==> config.mk <==
export PLATFORM = sky130hd
export DESIGN_NAME = led_pattern_gen
export DESIGN_NICKNAME = d
export VERILOG_FILES = /design/src/rtl/led_pattern_gen.sv
export SDC_FILE = /design/constraint.sdc
export NUM_CORES = 1
export LEC_CHECK = 0
export CORE_MARGIN = 4
export CORE_UTILIZATION = 55
export DETAILED_ROUTE_END_ITERATION = 10
export PLACE_DENSITY = 0.79
export SLEW_MARGIN = 20
export SYNTH_ARGS = -nofsm -noshare
export SYNTH_HDL_FRONTEND = slang
export SYNTH_SLANG_ARGS = --single-unit
==> constraint.sdc <==
create_clock -name i_clk -period 3.1 [get_ports i_clk]
set_clock_uncertainty 0.2 [all_clocks]
set_input_delay 0.31 -clock i_clk [delete_from_list [all_inputs] [get_ports i_clk]]
set_output_delay 0.31 -clock i_clk [all_outputs]
set_load 0.03 [all_outputs]
==> src/rtl/led_pattern_gen.sv <==
// LED pattern generator: per-channel off / on / blink / breathe drive from a shared timebase.
// A prescaler divides enabled cycles into ticks; a phase bit toggles per tick for blink, and
// (optionally) a triangle duty ramp feeds a free-running PWM comparator for breathe.
// Optional feature: define LED_BREATHE_EN to build breathe mode; without it mode 11 blinks and
// the PWM counter, duty and ramp direction are not built.
module led_pattern_gen #(
  parameter int unsigned N_CH  = 4,
  parameter int unsigned DIV_W = 27,
  parameter int unsigned PWM_W = 8
) (
  input  logic                i_clk,
  input  logic                i_arst,
  input  logic                i_rst,
  input  logic                i_en,
  input  logic                i_load,
  input  logic [2*N_CH-1:0]   i_mode,
  input  logic [DIV_W-1:0]    i_div,
  output logic [N_CH-1:0]     o_led,
  output logic                o_tick
);

  localparam logic [1:0] ModeOff     = 2'b00;
  localparam logic [1:0] ModeOn      = 2'b01;
  localparam logic [1:0] ModeBlink   = 2'b10;
  localparam logic [1:0] ModeBreathe = 2'b11;

  // Reset synchroniser: asserts with i_arst, releases two clock edges later.
  logic [1:0] rst_sync_q;
  logic       arst_int;

  // Async-assert / sync-deassert reset stretcher.
  always_ff @(posedge i_clk or posedge i_arst) begin
    if (i_arst) begin
      rst_sync_q <= 2'b11;
    end else begin
      rst_sync_q <= {rst_sync_q[0], 1'b0};
    end
  end

  assign arst_int = rst_sync_q[1];

  // Configuration and timebase state.
  logic [2*N_CH-1:0] mode_q, mode_d;
  logic [DIV_W-1:0]  div_q, div_d;
  logic [DIV_W-1:0]  pre_cnt_q, pre_cnt_d;
  logic              phase_q, phase_d;
  logic              tick;
  logic [N_CH-1:0]   led_q, led_d;
  logic              tick_q;

  // Timebase next state: sync reset beats load, load beats counting (so no tick on load).
  always_comb begin
    mode_d    = mode_q;
    div_d     = div_q;
    pre_cnt_d = pre_cnt_q;
    phase_d   = phase_q;
    tick      = 1'b0;
    if (i_rst) begin
      mode_d    = '0;
      div_d     = '1;
      pre_cnt_d = '0;
      phase_d   = 1'b0;
    end else if (i_load) begin
      mode_d    = i_mode;
      div_d     = i_div;
      pre_cnt_d = '0;
    end else if (i_en) begin
      if (pre_cnt_q == div_q) begin
        pre_cnt_d = '0;
        tick      = 1'b1;
        phase_d   = ~phase_q;
      end else begin
        pre_cnt_d = pre_cnt_q + DIV_W'(1);
      end
    end
  end

`ifdef LED_BREATHE_EN
  typedef enum logic {DirUp, DirDown} dir_e;

  localparam logic [PWM_W-1:0] DutyTop = '1;

  logic [PWM_W-1:0] pwm_cnt_q, pwm_cnt_d;
  logic [PWM_W-1:0] duty_q, duty_d;
  dir_e             dir_q, dir_d;

  // Breathe ramp: PWM counter runs free on enabled cycles, duty walks a triangle per tick.
  always_comb begin
    pwm_cnt_d = pwm_cnt_q;
    duty_d    = duty_q;
    dir_d     = dir_q;
    if (i_rst) begin
      pwm_cnt_d = '0;
      duty_d    = '0;
      dir_d     = DirUp;
    end else if (i_load) begin
      // Ramp position survives a reload; only the PWM counter restarts.
      pwm_cnt_d = '0;
    end else if (i_en) begin
      pwm_cnt_d = pwm_cnt_q + PWM_W'(1);
      if (tick) begin
        unique case (dir_q)
          DirUp: begin
            duty_d = duty_q + PWM_W'(1);
            if (duty_d == DutyTop) begin
              dir_d = DirDown;
            end
          end
          DirDown: begin
            duty_d = duty_q - PWM_W'(1);
            if (duty_d == '0) begin
              dir_d = DirUp;
            end
          end
          default: dir_d = DirUp;
        endcase
      end
    end
  end

  // Breathe state registers.
  always_ff @(posedge i_clk or posedge arst_int) begin
    if (arst_int) begin
      pwm_cnt_q <= '0;
      duty_q    <= '0;
      dir_q     <= DirUp;
    end else begin
      pwm_cnt_q <= pwm_cnt_d;
      duty_q    <= duty_d;
      dir_q     <= dir_d;
    end
  end
`endif

  // LED drive decode from next-state values so a new mode shows the cycle after load.
  always_comb begin
    led_d = '0;
    for (int k = 0; k < int'(N_CH); k++) begin
      unique case (mode_d[2*k +: 2])
        ModeOff:     led_d[k] = 1'b0;
        ModeOn:      led_d[k] = 1'b1;
        ModeBlink:   led_d[k] = phase_d;
`ifdef LED_BREATHE_EN
        ModeBreathe: led_d[k] = (pwm_cnt_d < duty_d);
`else
        ModeBreathe: led_d[k] = phase_d;
`endif
        default:     led_d[k] = 1'b0;
      endcase
    end
  end

  // Timebase, configuration and output registers.
  always_ff @(posedge i_clk or posedge arst_int) begin
    if (arst_int) begin
      mode_q    <= '0;
      div_q     <= '1;
      pre_cnt_q <= '0;
      phase_q   <= 1'b0;
      led_q     <= '0;
      tick_q    <= 1'b0;
    end else begin
      mode_q    <= mode_d;
      div_q     <= div_d;
      pre_cnt_q <= pre_cnt_d;
      phase_q   <= phase_d;
      led_q     <= led_d;
      tick_q    <= tick;
    end
  end

  assign o_led  = led_q;
  assign o_tick = tick_q;

endmodule

Yosys cells after proc, flatten, opt, wreduce, memory -nomap -nowiden
Index checks and enable logic that the tools add are counted.
{ "classes": {"add_sub_neg": 1, "n_eq_ne": 13, "n_mux": 20, "bitwise": 1, "reduce_logical": 10} }
{ "ops": {"columns": ["cell", "count"], "rows": [
  ["27-bit 2-to-1 mux", 6],
  ["27-bit by 1-bit adder with 27-bit output (second input constant)", 1],
  ["27-bit == test", 1],
  ["2-bit == test (second input constant)", 8],
  ["8-bit 2-to-1 mux", 2],
  ["1-bit one-hot mux with 3 select lines", 4],
  ["2-bit by 1-bit == test with 1-bit output (second input constant)", 4],
  ["2-bit logical NOT", 4],
  ["1-bit 2-to-1 mux", 8],
  ["2-bit OR reduction", 4],
  ["3-bit nonzero test", 1],
  ["2-bit nonzero test", 1],
  ["1-bit inverter", 1]
]} }
{ "word_totals": {"ff_bits": 70, "input_bits": 40, "out_inout_bits": 5, "elab_cells": 52} }

Logic depth before layout (Yosys ltp)
{ "depth": {"ltp_word": 6, "ltp_mapped": 8, "mapped_depth_nobuf": 7} }

Least setup slack after synthesis
No wires, ideal clock.
{ "synth_path": {"path_kind": "flip-flop to flip-flop", "from": "reg div_q[15]", "to": "reg led_q[0], in the netlist o_led[0]", "setup_ns": 0.125, "arrival_time_ns": 1.754, "required_time_ns": 2.775, "slack_ns": 1.022, "stages_incl_launch_ff": 7, "path_buffers": 0, "period_less_slack_ns": 2.078, "cell_sequence": "dfstp_2 > xnor2_1 > nand4_1 > nor4_1 > nand4b_1 > xnor2_1 > mux2_2"} }
{ "synth_between": {"elab_chain_cells": 6} }
{ "synth_rtl": {"columns": ["item", "line", "rtl"], "rows": [
  ["start: declaration", "44", "logic [DIV_W-1:0] div_q, div_d;"],
  ["start signal: assignment", "164", "div_q <= div_d;"],
  ["27-bit == test", "68", "if (pre_cnt_q == div_q) begin"],
  ["1-bit 2-to-1 mux", "68", null],
  ["1-bit 2-to-1 mux", "67", "end else if (i_en) begin"],
  ["1-bit 2-to-1 mux", "63", "end else if (i_load) begin"],
  ["1-bit 2-to-1 mux", "58", "if (i_rst) begin"],
  ["1-bit one-hot mux with 3 select lines", "139", "unique case (mode_d[2*k +: 2])"],
  ["net led_d[0]", "48", "logic [N_CH-1:0] led_q, led_d;"],
  ["end signal: assignment", "167", "led_q <= led_d;"],
  ["end: declaration", "48", null]
]} }
The timed path passes the listed nets, and every way through them passes these cells.
A chain may end at the register's enable or synchronous reset.

Worst setup path in the final report
{ "layout_path": {"from": "reg pre_cnt_q[14]", "to": "reg led_q[0], in the netlist o_led[0]"} }
{ "layout_between": {"elab_chain_cells": 6} }
{ "layout_rtl": {"columns": ["item", "line", "rtl"], "rows": [
  ["start: declaration", "45", "logic [DIV_W-1:0] pre_cnt_q, pre_cnt_d;"],
  ["start signal: assignment", "165", "pre_cnt_q <= pre_cnt_d;"],
  ["27-bit == test", "68", null],
  ["1-bit 2-to-1 mux", "68", null],
  ["1-bit 2-to-1 mux", "67", null],
  ["1-bit 2-to-1 mux", "63", null],
  ["1-bit 2-to-1 mux", "58", null],
  ["1-bit one-hot mux with 3 select lines", "139", null],
  ["net led_d[0]", "48", null]
]} }
The timed path passes the listed nets, and every way through them passes these cells.

==> metrics.cfg <==
[synthesis]
syn-cell-area_um2 = 3530
synth_warnings = 0
synth_area_leaders = dfrtp_1 (29%), dfstp_2 (22%), a211o_1 (6.7%)
seq_area_frac_synth = 0.506
async_flop_share = 1.00
ys_ff_latch = 70
syn-num-nets = 377
synth_top_flop_cell = dfrtp_1
synth_most_common_cell = dfrtp_1
yosys-top-cells-count = dfrtp_1 (41), nor2_1 (30), dfstp_2 (29), nor2b_1 (29)
synth_top_area_frac = 0.290
synth_edf_count = 0
syn_area_per_cell_um2 = 10.5
synth.distinct_cells = 43
synth_top_area_cell = dfrtp_1
syn-instance-count = 336

[status]
status = finished clean

[detailed_routing]
vias = 2636
ant_nets = 0
via_per_inst = 5.73
drt_wl_total_um = 8060
first_iter_violations = 135
first_pass_iters = 4
wl_per_cell_um = 17.5
drc = 0

[final_layout]
final_core_util = 0.697
n_antenna_cell = 0
drive_above_1_share = 0.169
regArea_um2 = 1790
layout.nets = 421
final_area_um2 = 4220
syn_to_final_growth_pct = 19.5
fill_cells = 474
multi_input_area_um2 = 1640

[timing]
grt_setup_unrepaired = no
setup_violations = 0
max_freq_mhz = 407
slew_headroom = 0.544
drv_slew = 0
setup_tns_ps = 0
fin_crit_ps = 2460
hold_violations = 0
final.setup.worst_slack_ps = 642
period_share = 0.793
tightest_slew_ps = 678

[pwr]
combPwrFrac = 0.104
internal-power_mw = 1.47
power_switching_uw = 479
p_sw_frac = 0.246
seqPwrFrac = 0.508
clockPowerShare = 0.388
p_leak_nw = 1.71
power_density_nw_per_um2 = 461
ir_drop_mv = 0.360

[setup_path]
cp_max_fo = 5
regToRegEndpoint = o_led[0]
reg2reg_from = pre_cnt_q[14]
start_kind = flip-flop
r2r_slack_ps = 640
cp.required_ps = 3200
critPathKind = reg -> reg
reg2reg_depth = 6
cp_data_arrival_time_ps = 2560
worstSetupEndpointType = flip-flop
crit_start = pre_cnt_q[14]

[floorplan]
die_area_um2 = 7770
placementRows = 28
die_w_um = 88.2
ios = 45
initial_core_util = 0.583
die_h_um = 88.2
core_um2 = 6060

[global_route]
grt-ovfl-total = 0
grt_max_degree = 41
grt_pass1_vias = 2804
grtUsageTotal = 0.236
antenna_found_initial = 0
grt_pass1_wl_um = 13800

[clock_tree]
postCtsResizedCells = 0
cts_setup_buffers = 0
path_clk_slew_ps = 90
root_buffer = clkbuf_8
cts_hold_buf = 0
worst_skew_pair.late_latency_ps = 360
numCtsBuffers = 9
cts_buffer_depth = 2
clock_sinks = 70
cts_tree = built
h-tree-depth = 3

[place]
dp_hpwl_um = 5650
place_area_um2 = 4030
gp_congestion = 0.904
pre_cts_slack_ps = 511
place.port_buffers = 44

[job]
drv_cap = 0

[hold_path]
min_path_type = in -> async

==> critical path, cell delays in order (launching register included) <==
cell and delay (ps):
dfrtp_1 470, xnor2_1 280, nand4_1 140, nor4_1 470, nand4b_1 190, xnor2_1 420
mux2_2 250
==> kinds of logic (layout without fill, tap and decap cells) <==
family                   after synthesis  count (layout)  synth area share
AO/OA/AOI/OAI                         48              48             0.102
XOR/XNOR                              44              44             0.109
adder cells (fa/ha/maj)                1               1           0.00354
buffers and inverters                 22              71            0.0301
flip-flops                            70              70             0.506
multiplexers                          12              12            0.0354
other                                  1               1           0.00106
AND/OR/NAND/NOR                      138             138             0.213
==> routing by layer <==
| metal | track usage | vias up | routed length (um) |
|---|---|---|---|
| li1 | - | 1258 | - |
| met1 | 0.313 | 1270 | 3670 |
| met2 | 0.360 | 85 | 3680 |
| met3 | 0.0621 | 23 | 440 |
| met4 | 0.120 | 0 | 268 |
| met5 | 0 | - | 0 |
==> power groups by stage <==
stage	clock network [mW]	logic (mW)	registers (mW)
floorplan	0	0.116	1.00
global placement	0	0.200	1.01
detailed placement	0	0.203	1.01
CTS	0.772	0.205	0.990
global route	0.811	0.222	0.995
finish	0.757	0.202	0.990
==> layout by cell type, fill, tap and decap left out, types with 2 or more instances in the layout <==
master	count
dfstp_2	29
buf_4	7
xor2_1	17
dfrtp_1	41
mux2i_1	8
a211o_1	27
xnor2_1	27
nand3_1	14
inv_1	3
nor2b_1	29
and2_1	4
a21oi_1	8
o21ai_0	8
or3_1	4
clkdlybuf4s50_1	43
nor3_1	7
nand4_1	13
nor4_1	4
clkbuf_8	10
nor2_1	30
nand2_1	16
and3_1	4
mux2_2	4
or3_4	2
==> area by class of cell <==
type | instances | area share
flip-flops and latches | 70 | 0.423
multi-input cells | 244 | 0.388
repair buffers | 51 | 0.116
clock buffers | 11 | 0.0335
well taps | 75 | 0.0222
clock inverters | 5 | 0.0136
inverters | 4 | 0.00355
==> state kept, by name, indices dropped and copies added (netlist names) <==
signal      flops
div_q          27
pre_cnt_q      27
mode_q          8
o_led           4
rst_sync_q      2
o_tick          1
phase_q         1
==> stage by stage <==
step / cells / total power, mW / hold WS (ps)
after CTS: 460 / 1.97 / 54.8
after detailed placement: 444 / 1.21 / 151
after global placement: 444 / 1.21 / 149
after floorplan: 336 / 1.12 / 21.5
final: 460 / 1.95 / 60.8
after global routing: 460 / 2.03 / 58.1
==> how the worst max path moves through the flow <==
| stage | endpoint | slack (ps) |
|---|---|---|
| finish | o_led[0] | 640 |
| global route | o_led[0] | 350 |
| CTS | o_led[0] | 640 |
| detailed placement | pre_cnt_q[16] | 510 |
| global placement | o_led[2] | 580 |
| floorplan | mode_q[0] | 890 |
(Power assumes the default switching activity.)
